--- src/rtl/clock_switch_seq_if.sv ---
`default_nettype none
// ============================================================================
// Module   : clock_switch_seq_if
// Purpose  : Request handshake, clk_sel drive and status bundle for the
//            clock-switch sequencer.
// Revision : 1.0 - initial release
// ============================================================================

interface clock_switch_seq_if;
    logic       req_valid;
    logic [1:0] req_sel;
    logic       req_ready;
    logic [1:0] clk_sel;
    logic       mon_toggle;
    logic       busy;
    logic       done;
    logic       err;

    // master: the requesting agent (also supplies the synchronized monitor)
    modport master (
        output req_valid, req_sel, mon_toggle,
        input  req_ready, clk_sel, busy, done, err
    );

    // slave: the sequencer itself
    modport slave (
        input  req_valid, req_sel, mon_toggle,
        output req_ready, clk_sel, busy, done, err
    );
endinterface

`default_nettype wire

--- src/rtl/clock_switch_seq.sv ---
`default_nettype none
// ============================================================================
// Module   : clock_switch_seq
// Purpose  : Steps clk_sel of the 3-source glitch-free clock switch one bit at
//            a time, settles after each step and verifies the new clock.
// Revision : 1.0 - initial release
// ============================================================================

module clock_switch_seq #(
    parameter int SETTLE_CYC  = 16,
    parameter int MIN_TOGGLES = 4,
    parameter int TIMEOUT_CYC = 256
) (
    input  wire logic         clk,
    input  wire logic         rst,
    clock_switch_seq_if.slave sw
);

    localparam int c_CNT_MAX = (SETTLE_CYC > TIMEOUT_CYC) ? SETTLE_CYC : TIMEOUT_CYC;
    localparam int c_CNT_W   = $clog2(c_CNT_MAX + 1);

    localparam logic [c_CNT_W-1:0] c_ONE         = c_CNT_W'(1);
    localparam logic [c_CNT_W-1:0] c_SETTLE_LAST = c_CNT_W'(SETTLE_CYC - 1);
    localparam logic [c_CNT_W-1:0] c_TMO_LAST    = c_CNT_W'(TIMEOUT_CYC - 1);
    localparam logic [c_CNT_W-1:0] c_MIN_TOG     = c_CNT_W'(MIN_TOGGLES);

    localparam logic [2:0] c_IDLE    = 3'd0;
    localparam logic [2:0] c_STEP1   = 3'd1;
    localparam logic [2:0] c_SETTLE1 = 3'd2;
    localparam logic [2:0] c_STEP2   = 3'd3;
    localparam logic [2:0] c_SETTLE2 = 3'd4;
    localparam logic [2:0] c_VERIFY  = 3'd5;
    localparam logic [2:0] c_FIN     = 3'd6;

    logic [2:0]         r_state;
    logic [2:0]         w_state_next;
    logic [1:0]         r_clk_sel;
    logic [1:0]         r_target;
    logic               r_two_step;
    logic               r_err;
    logic               r_mon_prev;
    logic [c_CNT_W-1:0] r_settle_cnt;
    logic [c_CNT_W-1:0] r_tog_cnt;
    logic [c_CNT_W-1:0] r_tmo_cnt;

    logic               w_accept;
    logic               w_edge;
    logic               w_in_settle;
    logic               w_settle_last;
    logic [c_CNT_W-1:0] w_tog_sum;
    logic               w_tog_hit;
    logic               w_tmo_hit;
    logic               w_req_ready;
    logic               w_busy;
    logic               w_done;
    logic               w_err;

    assign w_accept      = sw.req_valid && w_req_ready;
    assign w_edge        = sw.mon_toggle ^ r_mon_prev;
    assign w_in_settle   = (r_state == c_SETTLE1) || (r_state == c_SETTLE2);
    assign w_settle_last = (r_settle_cnt == c_SETTLE_LAST);
    assign w_tog_sum     = r_tog_cnt + {{(c_CNT_W-1){1'b0}}, w_edge};
    assign w_tog_hit     = (w_tog_sum >= c_MIN_TOG);
    assign w_tmo_hit     = (r_tmo_cnt == c_TMO_LAST);

    // ------------------------------------------------------------------
    // State register
    // ------------------------------------------------------------------
    always_ff @(posedge clk) begin
        if (rst) begin
            r_state <= c_IDLE;
        end else begin
            r_state <= w_state_next;
        end
    end

    // ------------------------------------------------------------------
    // Next-state logic
    // ------------------------------------------------------------------
    always_comb begin
        w_state_next = r_state;
        case (r_state)
            c_IDLE: begin
                if (w_accept) begin
                    w_state_next = (sw.req_sel == r_clk_sel) ? c_FIN : c_STEP1;
                end
            end
            c_STEP1:   w_state_next = c_SETTLE1;
            c_SETTLE1: begin
                if (w_settle_last) begin
                    w_state_next = r_two_step ? c_STEP2 : c_VERIFY;
                end
            end
            c_STEP2:   w_state_next = c_SETTLE2;
            c_SETTLE2: begin
                if (w_settle_last) begin
                    w_state_next = c_VERIFY;
                end
            end
            c_VERIFY: begin
                if (w_tog_hit || w_tmo_hit) begin
                    w_state_next = c_FIN;
                end
            end
            c_FIN:     w_state_next = c_IDLE;
            default:   w_state_next = c_IDLE;
        endcase
    end

    // ------------------------------------------------------------------
    // Output decode
    // ------------------------------------------------------------------
    always_comb begin
        w_req_ready = (r_state == c_IDLE);
        w_busy      = (r_state != c_IDLE);
        w_done      = (r_state == c_FIN);
        w_err       = (r_state == c_FIN) && r_err;
    end

    assign sw.req_ready = w_req_ready;
    assign sw.busy      = w_busy;
    assign sw.done      = w_done;
    assign sw.err       = w_err;
    assign sw.clk_sel   = r_clk_sel;

    // ------------------------------------------------------------------
    // Datapath: select register, request latch, counters, monitor edge
    // ------------------------------------------------------------------
    always_ff @(posedge clk) begin
        if (rst) begin
            r_clk_sel    <= 2'b00;
            r_target     <= 2'b00;
            r_two_step   <= 1'b0;
            r_err        <= 1'b0;
            r_mon_prev   <= 1'b0;
            r_settle_cnt <= '0;
            r_tog_cnt    <= '0;
            r_tmo_cnt    <= '0;
        end else begin
            r_mon_prev <= sw.mon_toggle;

            if (w_accept) begin
                r_target   <= sw.req_sel;
                r_two_step <= sw.req_sel[1] ^ r_clk_sel[1];
                r_err      <= 1'b0;
            end

            // Going up, sel[1] moves first so the sel[0] change happens
            // behind the 1000M source; going down, sel[0] moves first.
            case (r_state)
                c_STEP1: begin
                    if (r_target[1] && !r_clk_sel[1]) begin
                        r_clk_sel[1] <= 1'b1;
                    end else begin
                        r_clk_sel[0] <= r_target[0];
                    end
                end
                c_STEP2: r_clk_sel <= r_target;
                default: ;
            endcase

            r_settle_cnt <= (w_in_settle && !w_settle_last) ? (r_settle_cnt + c_ONE) : '0;

            if (r_state == c_VERIFY) begin
                if (r_tog_cnt != c_MIN_TOG) begin
                    r_tog_cnt <= w_tog_sum;
                end
                if (!w_tmo_hit) begin
                    r_tmo_cnt <= r_tmo_cnt + c_ONE;
                end
                // Success takes priority when both terminate together
                if (w_tog_hit || w_tmo_hit) begin
                    r_err <= !w_tog_hit;
                end
            end else begin
                r_tog_cnt <= '0;
                r_tmo_cnt <= '0;
            end
        end
    end

endmodule

`default_nettype wire

--- src/flat_wrapper.sv ---
// flat-port wrapper written by rule: the top's interface ports become plain ports
module clock_switch_seq_flat 
#(
    parameter int SETTLE_CYC  = 16,
    parameter int MIN_TOGGLES = 4,
    parameter int TIMEOUT_CYC = 256
)
  (clk, rst, sw_req_valid, sw_req_sel, sw_mon_toggle, sw_req_ready, sw_clk_sel, sw_busy, sw_done, sw_err);
  clock_switch_seq_if sw_i ();
  input  wire logic clk;
  input  wire logic rst;
  input wire logic [$bits(sw_i.req_valid)-1:0] sw_req_valid;
  input wire logic [$bits(sw_i.req_sel)-1:0] sw_req_sel;
  input wire logic [$bits(sw_i.mon_toggle)-1:0] sw_mon_toggle;
  output wire logic [$bits(sw_i.req_ready)-1:0] sw_req_ready;
  output wire logic [$bits(sw_i.clk_sel)-1:0] sw_clk_sel;
  output wire logic [$bits(sw_i.busy)-1:0] sw_busy;
  output wire logic [$bits(sw_i.done)-1:0] sw_done;
  output wire logic [$bits(sw_i.err)-1:0] sw_err;
  assign sw_i.req_valid = sw_req_valid;
  assign sw_i.req_sel = sw_req_sel;
  assign sw_i.mon_toggle = sw_mon_toggle;
  assign sw_req_ready = sw_i.req_ready;
  assign sw_clk_sel = sw_i.clk_sel;
  assign sw_busy = sw_i.busy;
  assign sw_done = sw_i.done;
  assign sw_err = sw_i.err;
  clock_switch_seq #(.SETTLE_CYC(SETTLE_CYC), .MIN_TOGGLES(MIN_TOGGLES), .TIMEOUT_CYC(TIMEOUT_CYC)) u_core (.clk(clk), .rst(rst), .sw(sw_i));
endmodule
--- config.mk ---
export PLATFORM = sky130hd
export DESIGN_NAME = clock_switch_seq_flat
export DESIGN_NICKNAME = d
export VERILOG_FILES = /design/src/rtl/clock_switch_seq_if.sv /design/src/rtl/clock_switch_seq.sv /design/src/flat_wrapper.sv
export SDC_FILE = /design/constraint.sdc
export NUM_CORES = 1
export LEC_CHECK = 0
export ABC_AREA = 1
export CAP_MARGIN = 20
export CORE_MARGIN = 2
export CORE_UTILIZATION = 50
export CTS_CLUSTER_SIZE = 12
export DETAILED_ROUTE_END_ITERATION = 16
export GPL_TIMING_DRIVEN = 1
export HOLD_SLACK_MARGIN = 0.06
export PLACE_DENSITY = 0.69
export SLEW_MARGIN = 5
export SYNTH_ARGS = -nofsm -noshare
export SYNTH_HDL_FRONTEND = slang
export SYNTH_SLANG_ARGS = --single-unit
export TNS_END_PERCENT = 1
--- constraint.sdc ---
create_clock -name clk -period 2.68 [get_ports clk]
set_clock_uncertainty 0.2 [all_clocks]
set_input_delay 0.268 -clock clk [delete_from_list [all_inputs] [get_ports clk]]
set_output_delay 0.268 -clock clk [all_outputs]
set_load 0.005 [all_outputs]
After elaboration in Yosys (flattened, before gate mapping)
Index checks and enable logic that the tools add are counted.
{"block": "classes", "n_addsub": 3, "order_cmp": 1, "n_eq_ne": 16, "n_mux": 13, "n_bitwise": 4, "reduce_logical": 17}
{"operator": "$add 9x1->9 const B", "count": 2}
{"operator": "$mux 3", "count": 6}
{"operator": "$pmux 3 s6", "count": 1}
{"operator": "$ne 2x1->1 const B", "count": 5}
{"operator": "$add 9x1->9", "count": 1}
{"operator": "$eq 3x3->1 const B", "count": 3}
{"operator": "$eq 9x4->1 const B", "count": 1}
{"operator": "$eq 9x8->1 const B", "count": 1}
{"operator": "$ge 9x3->1 const B", "count": 1}
{"operator": "$ne 9x3->1 const B", "count": 1}
{"operator": "$eq 3x2->1 const B", "count": 2}
{"operator": "$mux 1", "count": 5}
{"operator": "$logic_and 1x1->1", "count": 4}
{"operator": "$pmux 2 s2", "count": 1}
{"operator": "$reduce_and 2->1", "count": 2}
{"operator": "$reduce_and 4->1", "count": 1}
{"operator": "$reduce_or 2->1", "count": 2}
{"operator": "$eq 3x1->1 const B", "count": 1}
{"operator": "$logic_not 1->1", "count": 3}
{"operator": "$logic_not 3->1", "count": 1}
{"operator": "$reduce_bool 3->1", "count": 1}
{"operator": "$eq 2x2->1", "count": 1}
{"operator": "$logic_or 1x1->1", "count": 2}
{"operator": "$ne 2x2->1 const B", "count": 1}
{"operator": "3 further kinds", "count": 5}
{"block": "totals", "regBits": 37, "inputBits": 6, "out_inout_bits": 6, "elab_cells": 64}

Logic depth before layout (Yosys ltp)
{"block": "depth", "word_depth": 6, "depth_mapped": 14, "mapped_depth_nobuf": 14}

Least setup slack after synthesis
Ideal clock, no wire load.
{"block": "synth_path", "kind": "flip-flop to flip-flop", "from": "register u_core.r_tmo_cnt[0]", "to": "register u_core.r_tmo_cnt[7]", "setup_time_ps": 128, "arrival_time_ps": 1670, "slack_ps": 682, "path_stages_with_launch": 13, "cell_sequence": "dfxtp_1 ha_1 inv_1 nor4_1 and3_1 ha_1 buf_4 nor2_1 nand3_1 nor2_1 nand3_1 xor2_1 nor2_1"}
{"block": "synth_via", "elab_chain_cells": 1}
{"element": "from (decl)", "line": "clock_switch_seq.sv:44", "rtl": "logic [c_CNT_W-1:0] r_tmo_cnt;"}
{"element": "from (signal assigned)", "line": "clock_switch_seq.sv:169", "rtl": "r_tmo_cnt <= r_tmo_cnt + c_ONE;"}
{"element": "$add 9x1->9 or $eq 9x8->1 (tied branches)", "line": "clock_switch_seq.sv:169, clock_switch_seq.sv:64"}
Parallel ways exist; a longest one is shown, timed or not.
A chain may end at the register's enable or synchronous reset.

Worst setup path after layout
{"block": "layout_path", "from": "input port sw_mon_toggle", "to": "register u_core.r_state[0]"}
{"block": "layout_via", "elab_chain_cells": 6}
{"element": "from (decl)", "line": "flat_wrapper.sv:14", "rtl": "input wire logic [$bits(sw_i.mon_toggle)-1:0] sw_mon_toggle;"}
{"element": "$xor 1x1->1", "line": "clock_switch_seq.sv:59", "rtl": "assign w_edge = sw.mon_toggle ^ r_mon_prev;"}
{"element": "$add 9x1->9", "line": "clock_switch_seq.sv:62", "rtl": "assign w_tog_sum = r_tog_cnt + {{(c_CNT_W-1){1'b0}}, w_edge};"}
{"element": "$ge 9x3->1", "line": "clock_switch_seq.sv:63", "rtl": "assign w_tog_hit = (w_tog_sum >= c_MIN_TOG);"}
{"element": "$logic_or 1x1->1", "line": "clock_switch_seq.sv:101", "rtl": "if (w_tog_hit || w_tmo_hit) begin"}
{"element": "$ne 2x1->1 (no source line)"}
{"element": "$reduce_and 4->1 (no source line)"}
{"element": "to (signal assigned)", "line": "clock_switch_seq.sv:71", "rtl": "r_state <= c_IDLE;"}
{"element": "to (signal assigned)", "line": "clock_switch_seq.sv:73", "rtl": "r_state <= w_state_next;"}
{"element": "to (decl)", "line": "clock_switch_seq.sv:35", "rtl": "logic [2:0] r_state;"}
No other way between the ends.

==> flow_summary.toml <==
[outcome]
status = "finished, final reports clean"

[clock_tree]
clock-root-buffer = "clkbuf_4"
cts_buffer_depth = 2
cts_buffers = 5
clkTransAtPathRegs_ns = 0.10
h-tree-depth = 2
post_cts_resized = 0
hold_buffers = 0
cts_tree = "yes"
post_cts_buffers = 0
worstSkewPairLatency_ns = 0.34
clock_sinks = 37

[floorplan]
die_x_um = 64.1
ios = 12
die_height_um = 64.1
num_rows = 21
die_area_um2 = 4110
start_util_pct = 52.9
core_area_um2 = 3420

[hold_path]
hold_path_depth = 1
min_from = "u_core.r_settle_cnt[0]"
worstHoldPathType = "reg2reg"

[sta]
setup_viol_count_final = 0
rsz0062_at_grt = "false"
hold_viol_final = 0
maxSlewHeadroom_pct = 77.6
min_period_ns = 2.16
fin_setup_tns_ns = 0
fmax_mhz = 464
tightest_slew_ns = 0.334
finalCritPeriodShare_pct = 80.4
finalMaxSlewViolations = 0

[critical_path]
required_ns = 2.77
worst_ep_arrival_time_ns = 2.25
r2r_slack_ns = 0.60
rr_startpoint = "u_core.r_tmo_cnt[0]"
critPathKind = "in2reg"
cp-startpoint = "sw_mon_toggle"
critical_path.endpoint = "u_core.r_state[0]"
endpoint_kind = "flip-flop"
critPathMaxFanout = 4
r2r-end = "u_core.r_tmo_cnt[7]"
startpoint_type = "primary input"
rr_worst_depth = 11

[grt]
grt_pass1_vias = 1410
grt_usage_pct = 17.8
grt_max_degree = 14
overflow = 0
antenna_found_initial = 0
grt_first_pass_wirelength_um = 5780

[logic_synthesis]
synth_seq_cells = 37
syn_area_per_cell_um2 = 7.17
synth_area_um2 = 1810
synth.area.top_cells = "dfxtp_1, nand2_1, inv_1, nor2_1, a21oi_1"
synth_cell_types = 25
synth_common_cells = "nand2_1, dfxtp_1, inv_1, nor2_1, a21oi_1"
syn_nets = 263
netlist.area_leader.share_pct = 41.0
synthArstFlopShare_pct = 0
ys.flop_type = "dfxtp_1"
ys_seq_area_share_pct = 41.0
synth_top_cell_by_area = "dfxtp_1"
synth_warnings = 0
synthCells = 252
synth-edff-count = 0
yosysMostFrequentCell = "nand2_1"

[drt]
drt_wl_total_um = 3200
detail-route-antenna-nets = 0
post_drt_wl_per_cell_um = 10.2
routed_via_density = 4.96
firstDrtPassIters = 4
drt-initial-drc-count = 116
vias = 1562
drc_errors = 0

[job]
max-cap-violations = 0

[finish]
layout.nets = 279
diodes = 0
instances_no_fill = 315
area_delta_synth_final_pct = 13.4
final_area_um2 = 2050
post-route-util_pct = 60.0
drive_gt1_share_pct = 10.0

[power_and_ir_drop]
ir_drop_mv = 0.438
p_leak_nw = 0.795
power.density_nw_per_um2 = 698

[placed_design]
dpl.cell_count = 307
place.gp.congestion = 0.802
dp_hpwl_um = 2440
placed_area_um2 = 1960
port_buffers = 11
flip-flops by register name, indices dropped and copies added, names as in the netlist:
signal and count:
u_core.sw.clk_sel 2, u_core.r_tmo_cnt 9, u_core.r_state 3, u_core.r_mon_prev 1, u_core.r_target 2, u_core.r_settle_cnt 9
u_core.r_tog_cnt 9, u_core.r_two_step 1, u_core.r_err 1
where the power goes:
part | switching, W | internal (W)
Sequential | 0.0000413 | 0.000592
Combinational | 0.000224 | 0.000169
Clock | 0.000181 | 0.000223
layout make-up:
class	count	area, um^2
clock buffer	7	55.1
fill	344	1370
multi-input combinational	174	906
inverter	38	143
timing repair buffer	12	118
tap	46	57.6
clock inverter	1	30.0
sequential	37	741
placed cells by master (no fill, tap or decap), types with 6 or more instances in the layout:
cell             instances
xor2_1                   7
a21oi_1                 21
nand2_1                 50
clkdlybuf4s50_1         11
o21ai_0                  7
nor2_2                   6
inv_1                   33
nor3_1                   7
dfxtp_1                 37
nor2_1                  33
nand3_1                 16
metrics by stage:
step | hold slack, ns | total power, W | worst slack [ns]
2_1_floorplan | 0.175 | 0.000912 | 0.682
3_3_place_gp | 0.231 | 0.00104 | 0.177
3_5_place_dp | 0.239 | 0.00104 | 0.164
4_1_cts | 0.259 | 0.00145 | 0.524
5_1_grt | 0.278 | 0.00153 | 0.300
6_report | 0.253 | 0.00143 | 0.525
worst max-delay path, cell delays in order:
cell and delay (ns):
clkdlybuf4s50_1 0.49, xor2_1 0.16, ha_1 0.23, ha_1 0.25, nand3_1 0.12, nand2_1 0.10, nand2_1 0.07, nor2_2 0.08
nand2_1 0.07, nor2_2 0.13, nand3_2 0.10, nand3_1 0.08, nand3_1 0.06, inv_1 0.05
per-layer routing:
metal | routed length, um | vias up | share of wire (%) | track usage (%)
li1 | - | 842 | - | -
met4 | 51 | 0 | 1.6 | 7.98
met1 | 1610 | 695 | 50 | 21.5
met2 | 1440 | 20 | 45 | 29.6
met3 | 97 | 5 | 3.0 | 4.75
met5 | 0 | - | 0 | 0
how the worst min path moves through the flow:
stage | slack (ns) | endpoint
detailed placement | 0.24 | u_core.r_settle_cnt[0]
global route | 0.28 | u_core.r_settle_cnt[0]
floorplan | 0.17 | u_core.r_mon_prev
global placement | 0.23 | u_core.r_settle_cnt[0]
finish | 0.25 | u_core.r_settle_cnt[0]
CTS | 0.26 | u_core.r_settle_cnt[0]
logic make-up (layout without fill, tap and decap cells):
family | after synthesis | count (layout) | synth area share, %
buffers and inverters | 41 | 58 | 8.93
xor gates and xnor gates | 9 | 9 | 4.36
and+or+nand+nor | 129 | 129 | 33.1
adders and majority gates | 5 | 5 | 3.46
DFF | 37 | 37 | 41.0
AOI/OAI and AO/OA | 31 | 31 | 9.14
Power figures use the tool's default switching activity.
